**config.mk**
```make
export PLATFORM = sky130hd
export DESIGN_NAME = seq_shift_add_multiplier
export DESIGN_NICKNAME = d
export VERILOG_FILES = /design/src/rtl/seq_shift_add_multiplier.sv
export SDC_FILE = /design/constraint.sdc
export NUM_CORES = 1
export LEC_CHECK = 0
export BUFFER_PORTS_ARGS = -buffer_cell sky130_fd_sc_hd__buf_2
export CAP_MARGIN = 20
export CORE_UTILIZATION = 60
export CTS_BUF_LIST = sky130_fd_sc_hd__clkbuf_4
export CTS_CLUSTER_SIZE = 14
export DETAILED_ROUTE_END_ITERATION = 6
export GPL_ROUTABILITY_DRIVEN = 0
export PLACE_DENSITY = 0.86
export SLEW_MARGIN = 15
export SYNTH_ARGS = -nofsm -noshare
export SYNTH_HDL_FRONTEND = slang
export SYNTH_SLANG_ARGS = --single-unit
export TNS_END_PERCENT = 1
```
**constraint.sdc**
```tcl
create_clock -name clk -period 12.3 [get_ports clk]
set_clock_uncertainty 0.05 [all_clocks]
set_input_delay 3.075 -clock clk [delete_from_list [all_inputs] [get_ports clk]]
set_output_delay 3.075 -clock clk [all_outputs]
set_load 0.03 [all_outputs]
```
**src/rtl/seq_shift_add_multiplier.sv**
```systemverilog
// ---------------------------------------------------------------------------
// seq_shift_add_multiplier
//
// Multi-cycle unsigned N x N -> 2N shift-and-add multiplier for the ALU.
// It sits beside the combinational ALU path, and the control unit selects it
// for MUL instructions.
//
// A single ripple_adder instance is the only arithmetic element. On each RUN
// cycle it adds the multiplicand (gated by the current multiplier LSB) to the
// high half of the partial product. The {carry_out, sum, lo} word is then
// shifted right by one place, so one multiplier bit is retired per clock.
//
// Ports:
//   clk      in   1    system clock, rising-edge active
//   rst_n    in   1    asynchronous reset, active-low
//   start    in   1    request, sampled on the rising edge of clk
//   a        in   N    multiplicand, unsigned
//   b        in   N    multiplier, unsigned
//   busy     out  1    high while an operation is iterating (state RUN)
//   done     out  1    one-cycle pulse, product is valid (state DONE)
//   product  out  2N   result, held until the next operation completes
//
// Optional feature:
//   MUL_ZERO_BYPASS_EN - when defined, a request with a zero operand goes
//   straight to DONE with product 0, so done follows the accepting edge by
//   one cycle and busy never asserts. When undefined, every request takes
//   the full N iterations.
// ---------------------------------------------------------------------------
module seq_shift_add_multiplier #(
  parameter int N = 16
) (
  input  logic           clk,
  input  logic           rst_n,
  input  logic           start,
  input  logic [N-1:0]   a,
  input  logic [N-1:0]   b,
  output logic           busy,
  output logic           done,
  output logic [2*N-1:0] product
);

  localparam int CW = (N > 2) ? $clog2(N) : 1;

  localparam logic [1:0] IDLE = 2'd0;
  localparam logic [1:0] RUN  = 2'd1;
  localparam logic [1:0] DONE = 2'd2;

  logic [1:0]    state;
  logic [N-1:0]  hi;
  logic [N-1:0]  lo;
  logic [N-1:0]  mcand;
  logic [CW-1:0] count;

  logic [N-1:0]  add_b;
  logic [N-1:0]  add_s;
  logic          add_co;

  // The multiplicand is added only when the multiplier bit now sitting in
  // lo[0] is set. Otherwise the adder just passes hi through unchanged.
  assign add_b = lo[0] ? mcand : '0;

  ripple_adder #(.N(N)) u_adder (
    .a        (hi),
    .b        (add_b),
    .carry_in (1'b0),
    .s        (add_s),
    .carry_out(add_co)
  );

  // busy and done decode the state register only, so no input reaches them
  // combinationally.
  assign busy = (state == RUN);
  assign done = (state == DONE);

  // Main sequencer and datapath registers. A start is accepted in IDLE and
  // also in DONE, which allows back-to-back operations. A start seen while in
  // RUN is ignored.
  always_ff @(posedge clk or negedge rst_n) begin
    if (!rst_n) begin
      state   <= IDLE;
      hi      <= '0;
      lo      <= '0;
      mcand   <= '0;
      count   <= '0;
      product <= '0;
    end else begin
      case (state)
        IDLE, DONE: begin
          if (start) begin
            mcand <= a;
            hi    <= '0;
            lo    <= b;
            count <= '0;
`ifdef MUL_ZERO_BYPASS_EN
            if ((a == '0) || (b == '0)) begin
              state   <= DONE;
              product <= '0;
            end else begin
              state <= RUN;
            end
`else
            state <= RUN;
`endif
          end else begin
            state <= IDLE;
          end
        end
        RUN: begin
          // Shift {carry_out, sum, lo} right by one place. carry_out becomes
          // the new top bit of hi, so no carry is ever lost.
          hi    <= {add_co, add_s[N-1:1]};
          lo    <= {add_s[0], lo[N-1:1]};
          count <= count + CW'(1);
          if (count == CW'(N - 1)) begin
            state   <= DONE;
            product <= {add_co, add_s, lo[N-1:1]};
          end
        end
        default: begin
          state <= IDLE;
        end
      endcase
    end
  end

endmodule

// ---------------------------------------------------------------------------
// ripple_adder
//
// N-bit ripple-carry adder. This is the team's shared adder and the single
// arithmetic element used by the multiplier.
//
// Ports:
//   a, b       in   N   addends
//   carry_in   in   1   carry into bit 0
//   s          out  N   sum
//   carry_out  out  1   carry out of bit N-1
// ---------------------------------------------------------------------------
module ripple_adder #(
  parameter int N = 16
) (
  input  logic [N-1:0] a,
  input  logic [N-1:0] b,
  input  logic         carry_in,
  output logic [N-1:0] s,
  output logic         carry_out
);

  logic [N:0] c;

  assign c[0] = carry_in;

  for (genvar i = 0; i < N; i++) begin : g_fa
    assign s[i]   = a[i] ^ b[i] ^ c[i];
    assign c[i+1] = (a[i] & b[i]) | (c[i] & (a[i] ^ b[i]));
  end

  assign carry_out = c[N];

endmodule
```
Word level (Yosys, flattened, before mapping)
Index checks and enable logic that the tools add are counted.
- register bits: 86
- latch bits: 0
- memory bits (writable): 0
- ROM bits: 0
- bits of input ports: 35
- output and inout bits: 34
- word-level logic and storage cells: 105
- memories kept: 0
- add/sub/neg operators: 1
- $mul: 0
- div/mod/pow operators: 0
- magnitude comparators: 0
- eq/ne operators: 5
- shift-type cells: 0
- mux-type cells: 10
- bitwise operators: 77
- reductions and logical operators: 6
- operators by type and width (operator ; number):
    $pmux W16 S2 ; 2
    $mux W16 ; 3
    $and A1 B1 Y1 ; 31
    $xor A1 B1 Y1 ; 31
    $or A1 B1 Y1 ; 15
    $pmux W4 S2 ; 1
    $reduce_and A2 Y1 ; 3
    $add A4 B1 Y4 const B ; 1
    $eq A4 B4 Y1 const B ; 1
    $mux W4 ; 1
    $pmux W2 S2 ; 1
    $eq A2 B1 Y1 const B ; 1
    $eq A2 B2 Y1 const B ; 1
    $logic_not A2 Y1 ; 1
    $mux W2 ; 1
    $ne A2 B1 Y1 const B ; 1
    $ne A2 B2 Y1 const B ; 1
    $reduce_bool A2 Y1 ; 1
    $reduce_or A2 Y1 ; 1
    $mux W1 ; 1

Logic depth before layout (Yosys ltp)
Gate-level depths: netlist of run 1.
- depth in word-level cells: 33
- gate-level depth with buffers: 23
- mapped depth without buffers: 23

Hierarchy
From an unflattened synthesis of run 1, not the netlist that was laid out.
- cell total of the unflattened synthesis: 257
- area, all modules: 3791.1 sq um
- modules (own cells, without submodules) (module ; instances ; cells an instance ; area each (sq um) ; sequential area each (sq um)):
    seq_shift_add_multiplier ; 1 ; 231 ; 3433.3 ; 2152.1
    ripple_adder ; 1 ; 26 ; 357.8 ; 0.0

Worst setup path after synthesis of run 1
OpenSTA, ideal clock, no wires.
- path type: register -> register
- start: register lo[0]
- end: register product[30]
- setup time: 0.130 ns
- data arrival time: 6.035 ns
- required time: 12.120 ns
- slack: 6.085 ns
- stages on the path, launching flop included: 24
- buffers on the path: 0
- clock period less this slack: 6.215 ns
- cells stage by stage: dfrtp_1 > and2_1 > ha_1 > inv_1 > fa_1 > fa_1 > fa_1 > fa_1 > fa_1 > fa_1 > fa_1 > inv_1 > fa_1 > fa_1 > inv_1 > fa_1 > inv_1 > fa_1 > inv_1 > fa_1 > fa_1 > fa_1 > fa_1 > o21ai_0
- cells in the longest elaborated chain, start to end: 31
- elaborated cells between the ends (all ways): 60
- those cells by class: 1 x mux; 59 x bitwise
- ends and longest elaborated chain (item ; RTL line ; source):
    start: declaration ; 50 ; logic [N-1:0] lo;
    start signal: assignment ; 112 ; lo <= {add_s[0], lo[N-1:1]};
    $mux W16 (*) ; 60 ; assign add_b = lo[0] ? mcand : '0;
    $and A1 B1 Y1 / $xor A1 B1 Y1 (equally long branches) ; 156 ; assign c[i+1] = (a[i] & b[i]) | (c[i] & (a[i] ^ b[i]));
    $and A1 B1 Y1 ; 156 ;
    $or A1 B1 Y1 ; 156 ;
    $and A1 B1 Y1 ; 156 ;
    $or A1 B1 Y1 ; 156 ;
    $and A1 B1 Y1 ; 156 ;
    $or A1 B1 Y1 ; 156 ;
    [... 15 more ...] ; - ;
    $or A1 B1 Y1 ; 156 ;
    $and A1 B1 Y1 ; 156 ;
    $or A1 B1 Y1 ; 156 ;
    $and A1 B1 Y1 ; 156 ;
    $or A1 B1 Y1 ; 156 ;
    $and A1 B1 Y1 ; 156 ;
    $or A1 B1 Y1 ; 156 ;
    $xor A1 B1 Y1 (*) ; 155 ; assign s[i] = a[i] ^ b[i] ^ c[i];
    end signal: assignment ; 116 ; product <= {add_co, add_s, lo[N-1:1]};
    end: declaration ; 39 ; output logic [2*N-1:0] product
Every way passes the cells marked *; elsewhere a longest branch is shown, timed or not.
A chain may end at the register's enable or synchronous reset.

Worst setup path after layout of run 1
Same ends and word-level chain as after synthesis.

==> results of run 1 <==
through the flow:
step                area, µm²  utilization [%]  std cells
CTS                      4320             71.7        424
floorplan                3830                -        281
global placement         4180             69.4        408
detailed placement       4180             69.4        408
global route             4360             72.4        426
finish                   4360             72.4        426
synth_stat cells (4+ instances only):
master                      number
sky130_fd_sc_hd__and2_1          4
sky130_fd_sc_hd__inv_1          19
sky130_fd_sc_hd__clkbuf_1        6
sky130_fd_sc_hd__buf_2           9
sky130_fd_sc_hd__o2bb2ai_1      13
sky130_fd_sc_hd__mux2_2         22
sky130_fd_sc_hd__o21ai_0        26
sky130_fd_sc_hd__a22o_1         20
sky130_fd_sc_hd__dfrtp_1        86
sky130_fd_sc_hd__mux2_4         16
sky130_fd_sc_hd__nand2_1        13
sky130_fd_sc_hd__a21o_1         17
sky130_fd_sc_hd__fa_1           15
registers in the layout (all words and copies together) (netlist names):
register / count
product: 32
state: 2
mcand: 16
lo: 16
hi: 16
count: 4
area by class of cell:
cell class	count	area [µm²]
Sequential cell	86	2150
Fill cell	411	1670
Multi-Input combinational cell	157	1500
Timing Repair Buffer	72	397
Tap cell	75	93.8
Inverter	20	75.1
Clock inverter	7	72.6
Clock buffer	9	67.6
how the worst max path moves through the flow:
stage,end,cells after the start
floorplan,product[30],23
global placement,product[30],23
detailed placement,hi[14],23
CTS,hi[14],23
global route,hi[14],23
finish,product[30],23
cells by family after synthesis:
logic type	Yosys count	synth area share, %
AND/OR/NAND/NOR	25	3.27
flip-flops	86	56.2
adder cells (fa/ha/maj)	17	8.49
AO/OA/AOI/OAI	76	14.3
buffers and inverters	38	4.83
multiplexers	39	13.0
power by group through the flow:
stage / combinational (W) / clock (W) / sequential, W
after floorplan: 0.000357 / 0 / 0.000582
after global placement: 0.000560 / 0 / 0.000511
after detailed placement: 0.000588 / 0 / 0.000516
after CTS: 0.000590 / 0.000161 / 0.000511
after global routing: 0.000657 / 0.000172 / 0.000530
final: 0.000590 / 0.000160 / 0.000512
routing by layer:
metal | vias to the layer above | share of wire [%] | global-route usage (%)
met4 | 0 | 2.9 | 11.9
met2 | 72 | 49 | 37.9
met1 | 1240 | 44 | 35.0
met5 | - | 0 | 0
li1 | 1106 | - | -
met3 | 21 | 4.1 | 3.89
==> summary.txt, run 1 <==
STA
  • Fin Setup TNS: 0 ns
  • Time the final worst path needs with I/O delays and setup: about 7.0 ns
  • Transition time at the pin with the least slew margin: 0.947 ns
  • Achievable Freq: between 0.1 and 0.15 GHz
  • Final WS setup: about 5.3 ns
  • Setup violators final: 0
  • Unrepaired setup endpoints after global routing: no
  • Normalized max-slew margin: a little under two fifths
  • Final period utilization: ~57%
  • Hold_ws: approximately 0.45 ns
  • Final hold vios: 0
  • Slew Limit Fails: 0

Floorplanning
  • Core box area: approximately 6000 µm²
  • Number of primary I/O pins: just under 70
  • Die X-Extent: between 80 and 90 µm
  • Die area: between 6000 and 7000 µm²
  • Initial cell density of the core: 63.6%
  • Height of the chip: about 80 µm
  • Number of placement rows: 28

Critical path
  • Buffering stage count on the worst path with inverters included: 5
  • Critical Path Sink Type: register
  • Peak per-stage delay on the critical path: ~0.67 ns
  • Depth of the worst register-to-register path: 23
  • Worst setup startpoint: lo[0]
  • R2r startpoint: lo[0]
  • Category of the most critical setup path: register to register
  • Endpoint of the worst register-to-register path: product[30]
  • Worst-path cell chain: and2_1 > ha_1 > inv_1 > fa_1 > fa_1 > fa_1 > fa_1 > fa_1 > fa_1 > fa_1 > inv_1 > fa_1 > fa_1 > inv_1 > fa_1 > inv_1 > fa_1 > inv_1 > fa_1 > fa_1 > fa_1 > fa_1 > o21ai_0
  • Family with the most delay on the worst path: adder cells
  • Data arrival at the endpoint of the critical path: ~7.2 ns
  • Element type at the critical path start: register
  • Most common cell type on the critical path: sky130_fd_sc_hd__fa_1
  • Slowest CP cell: sky130_fd_sc_hd__dfrtp_1
  • Worst-path maximum fanout: 17
  • Data required time of the worst path: 12.55 ns
  • Reg2Reg Setup Slack: 5.35 ns

Power and ir drop
  • Share of total power in sequential cells: 40.6%
  • Reported leakage power: between 2 and 2.5 nW
  • Internal power: between 0.0007 and 0.0008 W
  • Comb power frac: between 40% and 50%
  • Switch Pwr: between 0.0005 and 0.0006 W
  • Power per cell area: 289 nW/µm²
  • Switching part of the total power: slightly above 40%
  • Post-layout total power: roughly 0.0013 W
  • Clock share of power: roughly an eighth
  • Worst IR drop on VDD: roughly 170 µV

Clock network
  • PostCTS Resize Cnt: 0
  • CTS hold repair buffers: 0
  • Total number of clock tree sinks: 86
  • Number of buffers created by CTS: 9
  • Buffer cell driving the clock tree root: sky130_fd_sc_hd__clkbuf_4
  • Clock Pin Slew Worst Setup and Hold Paths: around 0.14 ns
  • Clock Path Buffers: 2
  • CTS H-Tree Depth: 3
  • Clock tree from TritonCTS: built
  • Post CTS Setup Buffer Count: 0
  • Latest clock arrival within the worst-skew pair: about 0.42 ns

Synth
  • Top area cells in the synthesized netlist: sky130_fd_sc_hd__dfrtp_1 (56%), sky130_fd_sc_hd__fa_1 (7.8%), sky130_fd_sc_hd__mux2_2 (6.5%), sky130_fd_sc_hd__mux2_4 (6.3%), sky130_fd_sc_hd__a22o_1 (4.6%)
  • Most area-hungry cell type in the Yosys netlist: sky130_fd_sc_hd__dfrtp_1
  • Synthesized netlist cell count: approximately 280
  • Warning count from the yosys run: 0
  • Mean area per synthesized cell: 13.6 µm²
  • Synth Flop Type: sky130_fd_sc_hd__dfrtp_1
  • Post-synth net total: between 300 and 400
  • Number of library cell types mapped by synthesis: 25
  • Share of the yosys chip area belonging to registers: 56.2%
  • Share of the synthesized area in the top cell type: a little under three fifths
  • Number of flops mapped to enable cells by yosys: 0
  • Asr flop ratio synth: between 90% and 100%
  • Post-synthesis register bit count: 86
  • Syn Std Cell Area: 3830 µm²

Cells and area
  • Leading cell types in the layout, fill and taps excluded: sky130_fd_sc_hd__dfrtp_1 (86), sky130_fd_sc_hd__buf_2 (67), sky130_fd_sc_hd__o21ai_0 (26)
  • Antenna diode count: 0
  • Most frequent standard cell in the layout excluding fill and tap cells: sky130_fd_sc_hd__dfrtp_1
  • Final nets: between 300 and 400
  • Share of layout cells above drive strength 1: ~37%
  • Area growth, synth to finish: 13.8%

Placement
  • I/O Buffers: approximately 70
  • Pre-CTS setup slack: approximately 5.4 ns
  • DPL Wire Length: between 4000 and 5000 µm

Min path
  • Worst Hold Path Cells: 1
  • HP Start: hi[12]
  • Hold Crit Endpoint: hi[12]
  • Worst min-delay path category: register to register

Routing
  • WL per Instance: ~18 µm
  • Total Wirelength: around 7500 µm
  • Total number of vias: 2439
  • DRC violations left: 0
  • Number of nets with antenna violations after detailed routing: 0
  • DRT iter0 DRCs: 135
  • Ratio of routed vias to standard cells: between 5 and 6
  • First-pass iteration count of the detailed router: 4

Global route
  • Number of antenna violations at the first check in global routing: 0
  • Number of global-route vias before repair: 2432
  • Global routing usage summed across all routing layers: 24.8%
  • Pin count of the biggest net entering global routing: between 80 and 90
  • Remaining global-route overflow: 0
  • First-pass GRT wire length: approximately 12000 µm

Status
  • Run status: finished clean

Run
  • Max-cap check violation count: 0
No activity file was read; power rests on OpenSTA's default activity.
==> run 2, diff against run 1 <==
Settings changed: CORE_UTILIZATION 60 to 58, PLACE_DENSITY 0.86 to 0.83.
Clock period 12.3 ns to 6.4 ns, I/O delays scaled along.
==> run 2 against run 1 <==
Largest power group unchanged. Combinational power rose by 98%. Core utilization decreased by 3.9 points. Global-route usage fell by 0.55 points. Cell count increased by 0.47%. Highest routed layer unchanged. Critical path type unchanged. Register-to-register slack worse by 5.2 ns. Largest cell class unchanged. Cell area decreased by 0.23%. Sequential cell count stayed put. Hold slack about the same. Routed wire length up 1.0%. Worst setup slack got worse by 5.2 ns. Via count is 1.4% higher.
==> summary.txt, run 2 (synthesized netlist as in run 1, its figures left out) <==
Critical path
  • Depth of the worst register-to-register path: 23 (unchanged)
  • Worst-path maximum fanout: 2 (was 17)
  • Endpoint of the worst register-to-register path: product[30] (unchanged)
  • Data arrival at the endpoint of the critical path: 6.48 ns (was 7.21 ns)
  • Data required time of the worst path: 6.63 ns (was 12.55 ns)
  • Element type at the critical path start: register (unchanged)
  • Reg2Reg Setup Slack: 0.15 ns (was 5.35 ns)
  • R2r startpoint: mcand[0] (was lo[0])
  • Critical Path Sink Type: register (unchanged)
  • Category of the most critical setup path: register to register (unchanged)

Global route
  • Global routing usage summed across all routing layers: 24.3% (was 24.8%)
  • Remaining global-route overflow: 0 (unchanged)
  • Number of global-route vias before repair: 2549 (was 2432)
  • Pin count of the biggest net entering global routing: 87 (unchanged)
  • Number of antenna violations at the first check in global routing: 0 (unchanged)
  • First-pass GRT wire length: 12900 µm (was 12000 µm)

STA
  • Final period utilization: 97.7% (was 56.5%)
  • Unrepaired setup endpoints after global routing: yes (was no)
  • Achievable Freq: 0.160 GHz (was 0.144 GHz)
  • Hold_ws: 0.454 ns (was 0.455 ns)
  • Final hold vios: 0 (unchanged)
  • Slew Limit Fails: 0 (unchanged)
  • Setup violators final: 0 (unchanged)
  • Final WS setup: 0.145 ns (was 5.35 ns)
  • Time the final worst path needs with I/O delays and setup: 6.25 ns (was 6.95 ns)
  • Normalized max-slew margin: 27.8% (was 36.8%)
  • Transition time at the pin with the least slew margin: 1.08 ns (was 0.947 ns)

Power and ir drop
  • Reported leakage power: 2.19 nW (about the same)
  • Post-layout total power: 0.00244 W (was 0.00126 W)
  • Power per cell area: 561 nW/µm² (was 289 nW/µm²)
  • Worst IR drop on VDD: 312 µV (was 167 µV)

Routing
  • Total number of vias: 2473 (was 2439)
  • Met3 Wirelength: 350 µm (was 303 µm)
  • First-pass iteration count of the detailed router: 4 (unchanged)
  • DRC violations left: 0 (unchanged)
  • Metal-1 WL: 3480 µm (was 3280 µm)
  • Top layer reached by signal wires: met4 (unchanged)
  • Total Wirelength: 7550 µm (was 7470 µm)
  • DRT iter0 DRCs: 156 (was 135)
  • Ratio of routed vias to standard cells: 5.78 (was 5.73)
  • Number of nets with antenna violations after detailed routing: 0 (unchanged)
  • WL per Instance: 17.6 µm (was 17.5 µm)
  • Met2 routed WL: 3620 µm (was 3670 µm)

Clock network
  • Clock tree from TritonCTS: built (unchanged)
  • Total number of clock tree sinks: 86 (unchanged)
  • CTS H-Tree Depth: 3 (unchanged)
  • Number of buffers created by CTS: 9 (unchanged)
  • Clock Pin Slew Worst Setup and Hold Paths: 0.13 ns (was 0.14 ns)
  • Buffer cell driving the clock tree root: sky130_fd_sc_hd__clkbuf_4 (unchanged)
  • Clock Path Buffers: 2 (unchanged)
  • CTS hold repair buffers: 0 (unchanged)
  • Latest clock arrival within the worst-skew pair: 0.43 ns (was 0.42 ns)

Cells and area
  • Area growth, synth to finish: 13.5% (was 13.8%)
  • Non-Filler Cell Area, Final: 4350 µm² (was 4360 µm²)
  • Number of flip-flops under the largest register name: 32 (unchanged)
  • Largest register by flop count: product (unchanged)
  • Count of fill cells added during filler insertion: 473 (was 411)
  • Share of layout cells above drive strength 1: 38.7% (was 36.8%)
  • Antenna diode count: 0 (unchanged)
  • Final nets: 398 (unchanged)
  • Leading cell types in the layout, fill and taps excluded: sky130_fd_sc_hd__dfrtp_1 (86), sky130_fd_sc_hd__buf_2 (67), sky130_fd_sc_hd__o21ai_0 (26) (unchanged)
  • Most frequent standard cell in the layout excluding fill and tap cells: sky130_fd_sc_hd__dfrtp_1 (unchanged)

Placement
  • Pre-CTS setup slack: -0.110 ns (was 5.36 ns)
  • I/O Buffers: 68 (unchanged)
  • Cell area reported after detailed placement: 4180 µm² (about the same)
  • DPL Wire Length: 4770 µm (was 4990 µm)

Min path
  • Worst Hold Path Cells: 1 (unchanged)
  • Hold Crit Endpoint: hi[5] (was hi[12])
  • Worst min-delay path category: register to register (unchanged)
  • HP Start: hi[5] (was hi[12])

Floorplanning
  • Core box area: 6350 µm² (was 6030 µm²)
  • Height of the chip: 83.3 µm (was 81.9 µm)
  • Number of placement rows: 29 (was 28)
  • Die X-Extent: 83.3 µm (was 81.9 µm)
  • Initial cell density of the core: 60.4% (was 63.6%)
  • Die area: 6940 µm² (was 6710 µm²)
  • Number of primary I/O pins: 69 (unchanged)

Status
  • Run status: finished clean (unchanged)

Run
  • Max-cap check violation count: 0 (unchanged)
-- run 2: changes by cell type in the layout (fill, tap and decap cells not counted), moves of 3 or more --
cell,delta
sky130_fd_sc_hd__clkinv_2,+3
sky130_fd_sc_hd__clkinvlp_4,-3
sky130_fd_sc_hd__fa_1,-6
sky130_fd_sc_hd__fa_2,+6
-- run 2: metal layers --
metal | up-vias | GRT usage, %
met5 | - | 0
met4 | 0 | 8.78
met3 | 10 | 6.26
met2 | 73 | 35.8
met1 | 1279 | 35.2
li1 | 1111 | -
-- run 2: area by class of cell --
cell class | count | area [µm²] | share of cell area [%]
sequential | 86 | 2150 | 49.5
clock buffer | 9 | 67.6 | 1.55
inverter | 20 | 75.1 | 1.73
timing repair buffer | 72 | 377 | 8.66
multi-input combinational | 157 | 1520 | 34.9
tap | 77 | 96.3 | 2.21
clock inverter | 7 | 65.1 | 1.50
-- run 2: worst max-delay path by stage --
stage | from | cells after the start | to | slack (ns)
after floorplan | lo[0] | 23 | product[30] | 0.19
after global placement | lo[0] | 23 | product[30] | 0.08
after global routing | lo[0] | 23 | product[30] | -0.16
final | mcand[0] | 23 | product[30] | 0.15
after CTS | mcand[0] | 23 | product[30] | 0.04
after detailed placement | lo[0] | 23 | product[30] | -0.11
-- run 2: repair_timing --
action,4_1_cts,5_1_grt
setup buffers,1,1
endpoints found under the setup margin,4,4
resized for setup,4,2
-- run 2: worst max-delay path, cell delays in order, from the launching register on --
cell	delay (ns)
sky130_fd_sc_hd__dfrtp_1	0.36
sky130_fd_sc_hd__and2_1	0.13
sky130_fd_sc_hd__ha_1	0.14
sky130_fd_sc_hd__inv_1	0.05
sky130_fd_sc_hd__fa_2	0.33
sky130_fd_sc_hd__fa_2	0.35
sky130_fd_sc_hd__fa_1	0.39
sky130_fd_sc_hd__fa_2	0.35
sky130_fd_sc_hd__fa_2	0.36
sky130_fd_sc_hd__fa_2	0.37
sky130_fd_sc_hd__fa_1	0.37
sky130_fd_sc_hd__inv_1	0.08
sky130_fd_sc_hd__fa_1	0.19
sky130_fd_sc_hd__fa_1	0.16
sky130_fd_sc_hd__inv_1	0.05
sky130_fd_sc_hd__fa_1	0.34
sky130_fd_sc_hd__inv_1	0.07
sky130_fd_sc_hd__fa_1	0.15
sky130_fd_sc_hd__inv_1	0.05
sky130_fd_sc_hd__fa_1	0.39
sky130_fd_sc_hd__fa_2	0.37
sky130_fd_sc_hd__fa_1	0.39
sky130_fd_sc_hd__fa_1	0.51
sky130_fd_sc_hd__o21ai_0	0.10
-- run 2: through the flow --
step	utilization, %	cells	setup TNS, ns
floorplan	-	281	0
CTS	68.3	427	0
global route	68.5	428	-0.316
global placement	65.9	410	0
detailed placement	65.9	410	-0.170
finish	68.5	428	0
-- run 2: where the power goes --
part           total (W)  leakage, nW  internal (W)  switching [W]
Sequential      0.000967         1.07      0.000807       0.000160
Clock           0.000301       0.0731      0.000117       0.000185
Combinational    0.00117         1.05      0.000516       0.000657
==> run 3, diff against run 2 <==
Settings changed: PLACE_DENSITY 0.83 to 0.79.
==> run 3 against run 2 <==
Maximum frequency rose by 0.86%. First-iteration DRC count rose by 5.8%. Die area did not move. Global-route usage fell by 0.77 points. Largest cell class unchanged.
==> summary.txt, run 3 (synthesized netlist as in run 1, its figures left out) <==
Status
  • Run status: finished clean (unchanged)

Cells and area
  • Most frequent standard cell in the layout excluding fill and tap cells: sky130_fd_sc_hd__dfrtp_1 (unchanged)
  • Non-Filler Cell Area, Final: 4460 µm² (was 4350 µm²)
  • Final std cells w/o fill: 430 (was 428)
  • Area growth, synth to finish: 16.4% (was 13.5%)
  • Antenna diode count: 0 (unchanged)
  • Final nets: 400 (was 398)
  • Largest register by flop count: product (unchanged)
  • Leading cell types in the layout, fill and taps excluded: sky130_fd_sc_hd__dfrtp_1 (86), sky130_fd_sc_hd__buf_2 (67), sky130_fd_sc_hd__o21ai_0 (25) (was sky130_fd_sc_hd__dfrtp_1 (86), sky130_fd_sc_hd__buf_2 (67), sky130_fd_sc_hd__o21ai_0 (26))
  • Share of layout cells above drive strength 1: 39.7% (was 38.7%)
  • Number of flip-flops under the largest register name: 32 (unchanged)
  • Share of the core filled with cells in the final layout: 70.2% (was 68.5%)

Power and ir drop
  • Reported leakage power: 2.24 nW (was 2.19 nW)
  • Power per cell area: 572 nW/µm² (was 561 nW/µm²)
  • Worst IR drop on VDD: 330 µV (was 312 µV)
  • Post-layout total power: 0.00255 W (was 0.00244 W)

Routing
  • WL per Instance: 17.2 µm (was 17.6 µm)
  • Top layer reached by signal wires: met4 (unchanged)
  • Met3 Wirelength: 388 µm (was 350 µm)
  • Total Wirelength: 7400 µm (was 7550 µm)
  • First-pass iteration count of the detailed router: 4 (unchanged)
  • DRC violations left: 0 (unchanged)
  • Total number of vias: 2480 (was 2473)
  • Met2 routed WL: 3670 µm (was 3620 µm)
  • Ratio of routed vias to standard cells: 5.77 (was 5.78)
  • Metal-1 WL: 3210 µm (was 3480 µm)
  • DRT iter0 DRCs: 165 (was 156)
  • Number of nets with antenna violations after detailed routing: 0 (unchanged)

STA
  • Setup violators final: 0 (unchanged)
  • Unrepaired setup endpoints after global routing: yes (unchanged)
  • Normalized max-slew margin: 33.7% (was 27.8%)
  • Time the final worst path needs with I/O delays and setup: 6.20 ns (was 6.25 ns)
  • Final hold vios: 0 (unchanged)
  • Slew Limit Fails: 0 (unchanged)
  • Achievable Freq: 0.161 GHz (was 0.160 GHz)
  • Final period utilization: 96.9% (was 97.7%)
  • Fin Setup TNS: 0 ns (unchanged)
  • Transition time at the pin with the least slew margin: 0.992 ns (was 1.08 ns)

Critical path
  • Worst-path maximum fanout: 2 (unchanged)
  • Data required time of the worst path: 6.67 ns (was 6.63 ns)
  • Critical Path Sink Type: register (unchanged)
  • Most common cell type on the critical path: sky130_fd_sc_hd__fa_2 (was sky130_fd_sc_hd__fa_1)
  • Worst-path cell chain: and2_1 > ha_1 > inv_1 > fa_2 > fa_2 > fa_2 > fa_2 > fa_2 > fa_2 > fa_1 > inv_1 > fa_1 > fa_1 > inv_1 > fa_1 > inv_1 > fa_1 > inv_1 > fa_2 > fa_2 > fa_2 > fa_1 > o21ai_1 (was and2_1 > ha_1 > inv_1 > fa_2 > fa_2 > fa_1 > fa_2 > fa_2 > fa_2 > fa_1 > inv_1 > fa_1 > fa_1 > inv_1 > fa_1 > inv_1 > fa_1 > inv_1 > fa_1 > fa_2 > fa_1 > fa_1 > o21ai_0)
  • Slowest CP cell: sky130_fd_sc_hd__fa_1 (unchanged)
  • Category of the most critical setup path: register to register (unchanged)
  • Data arrival at the endpoint of the critical path: 6.48 ns (about the same)
  • Peak per-stage delay on the critical path: 0.54 ns (was 0.51 ns)
  • Element type at the critical path start: register (unchanged)

Global route
  • Number of antenna violations at the first check in global routing: 0 (unchanged)
  • Remaining global-route overflow: 0 (unchanged)
  • Number of global-route vias before repair: 2507 (was 2549)
  • Global routing usage summed across all routing layers: 23.5% (was 24.3%)
  • First-pass GRT wire length: 12600 µm (was 12900 µm)
  • Pin count of the biggest net entering global routing: 87 (unchanged)

Floorplanning
  • Height of the chip: 83.3 µm (unchanged)
  • Core box area: 6350 µm² (unchanged)
  • Number of placement rows: 29 (unchanged)
  • Die X-Extent: 83.3 µm (unchanged)
  • Die area: 6940 µm² (unchanged)
  • Number of primary I/O pins: 69 (unchanged)
  • Initial cell density of the core: 60.4% (unchanged)

Placement
  • Placed cell count: 412 (was 410)
  • I/O Buffers: 68 (unchanged)
  • DPL Wire Length: 4650 µm (was 4770 µm)
  • Cell area reported after detailed placement: 4200 µm² (was 4180 µm²)

Clock network
  • CTS H-Tree Depth: 3 (unchanged)
  • Total number of clock tree sinks: 86 (unchanged)
  • Clock Path Buffers: 2 (unchanged)
  • CTS hold repair buffers: 0 (unchanged)
  • Clock tree from TritonCTS: built (unchanged)
  • Latest clock arrival within the worst-skew pair: 0.44 ns (was 0.43 ns)
  • Buffer cell driving the clock tree root: sky130_fd_sc_hd__clkbuf_4 (unchanged)
  • Number of buffers created by CTS: 9 (unchanged)
  • Clock Pin Slew Worst Setup and Hold Paths: 0.13 ns (about the same)

Run
  • Max-cap check violation count: 0 (unchanged)

Min path
  • Worst min-delay path category: register to register (unchanged)
run 3: timing repair:
action	4_1_cts	5_1_grt
setup endpoints to repair	2	4
setup buffers	1	0
pin swaps	0	4
resized for setup	2	8
run 3: power by group:
| part | leakage (nW) | switching, W | internal, W |
|---|---|---|---|
| clock | 0.104 | 0.000186 | 0.000235 |
| sequential | 1.07 | 0.000158 | 0.000806 |
| combinational | 1.07 | 0.000649 | 0.000520 |
run 3: worst max-delay path: cells and delay by family (launching register included):
kind	cells	cell delay [ns]
compound gates	1	0.08
fa+ha+maj	16	5.14
buf+inv	5	0.29
flops	1	0.37
simple gates	1	0.14
run 3: area by class of cell:
class | instances | area [µm²]
Fill cell | 450 | 1890
Clock inverter | 7 | 136
Multi-Input combinational cell | 157 | 1530
Sequential cell | 86 | 2150
Tap cell | 77 | 96.3
Clock buffer | 9 | 67.6
Inverter | 20 | 75.1
Timing Repair Buffer | 74 | 408
run 3: through the flow:
stage,worst slack (ns),hold slack (ns)
2_1_floorplan,0.185,0.406
3_3_place_gp,0.116,0.422
3_5_place_dp,-0.0828,0.424
4_1_cts,0.0352,0.457
5_1_grt,-0.0615,0.469
6_report,0.199,0.453
run 3: per-layer routing:
| metal | vias up | GRT usage [%] |
|---|---|---|
| met5 | - | 0 |
| met2 | 81 | 34.4 |
| met3 | 11 | 3.78 |
| met4 | 0 | 11.3 |
| li1 | 1115 | - |
| met1 | 1273 | 34.7 |
run 3: final timing paths:
path                           from  cells past startpoint           to  slack, ns
hold / removal                hi[3]                      1        hi[3]       0.45
hold reg to reg               hi[3]                      1        hi[3]       0.45
max in group asynchronous     rst_n                      2  product[11]       4.67
setup reg to reg           mcand[0]                     23  product[30]       0.20
setup / recovery           mcand[0]                     23  product[30]       0.20
min in group asynchronous     rst_n                      1   product[4]       1.00
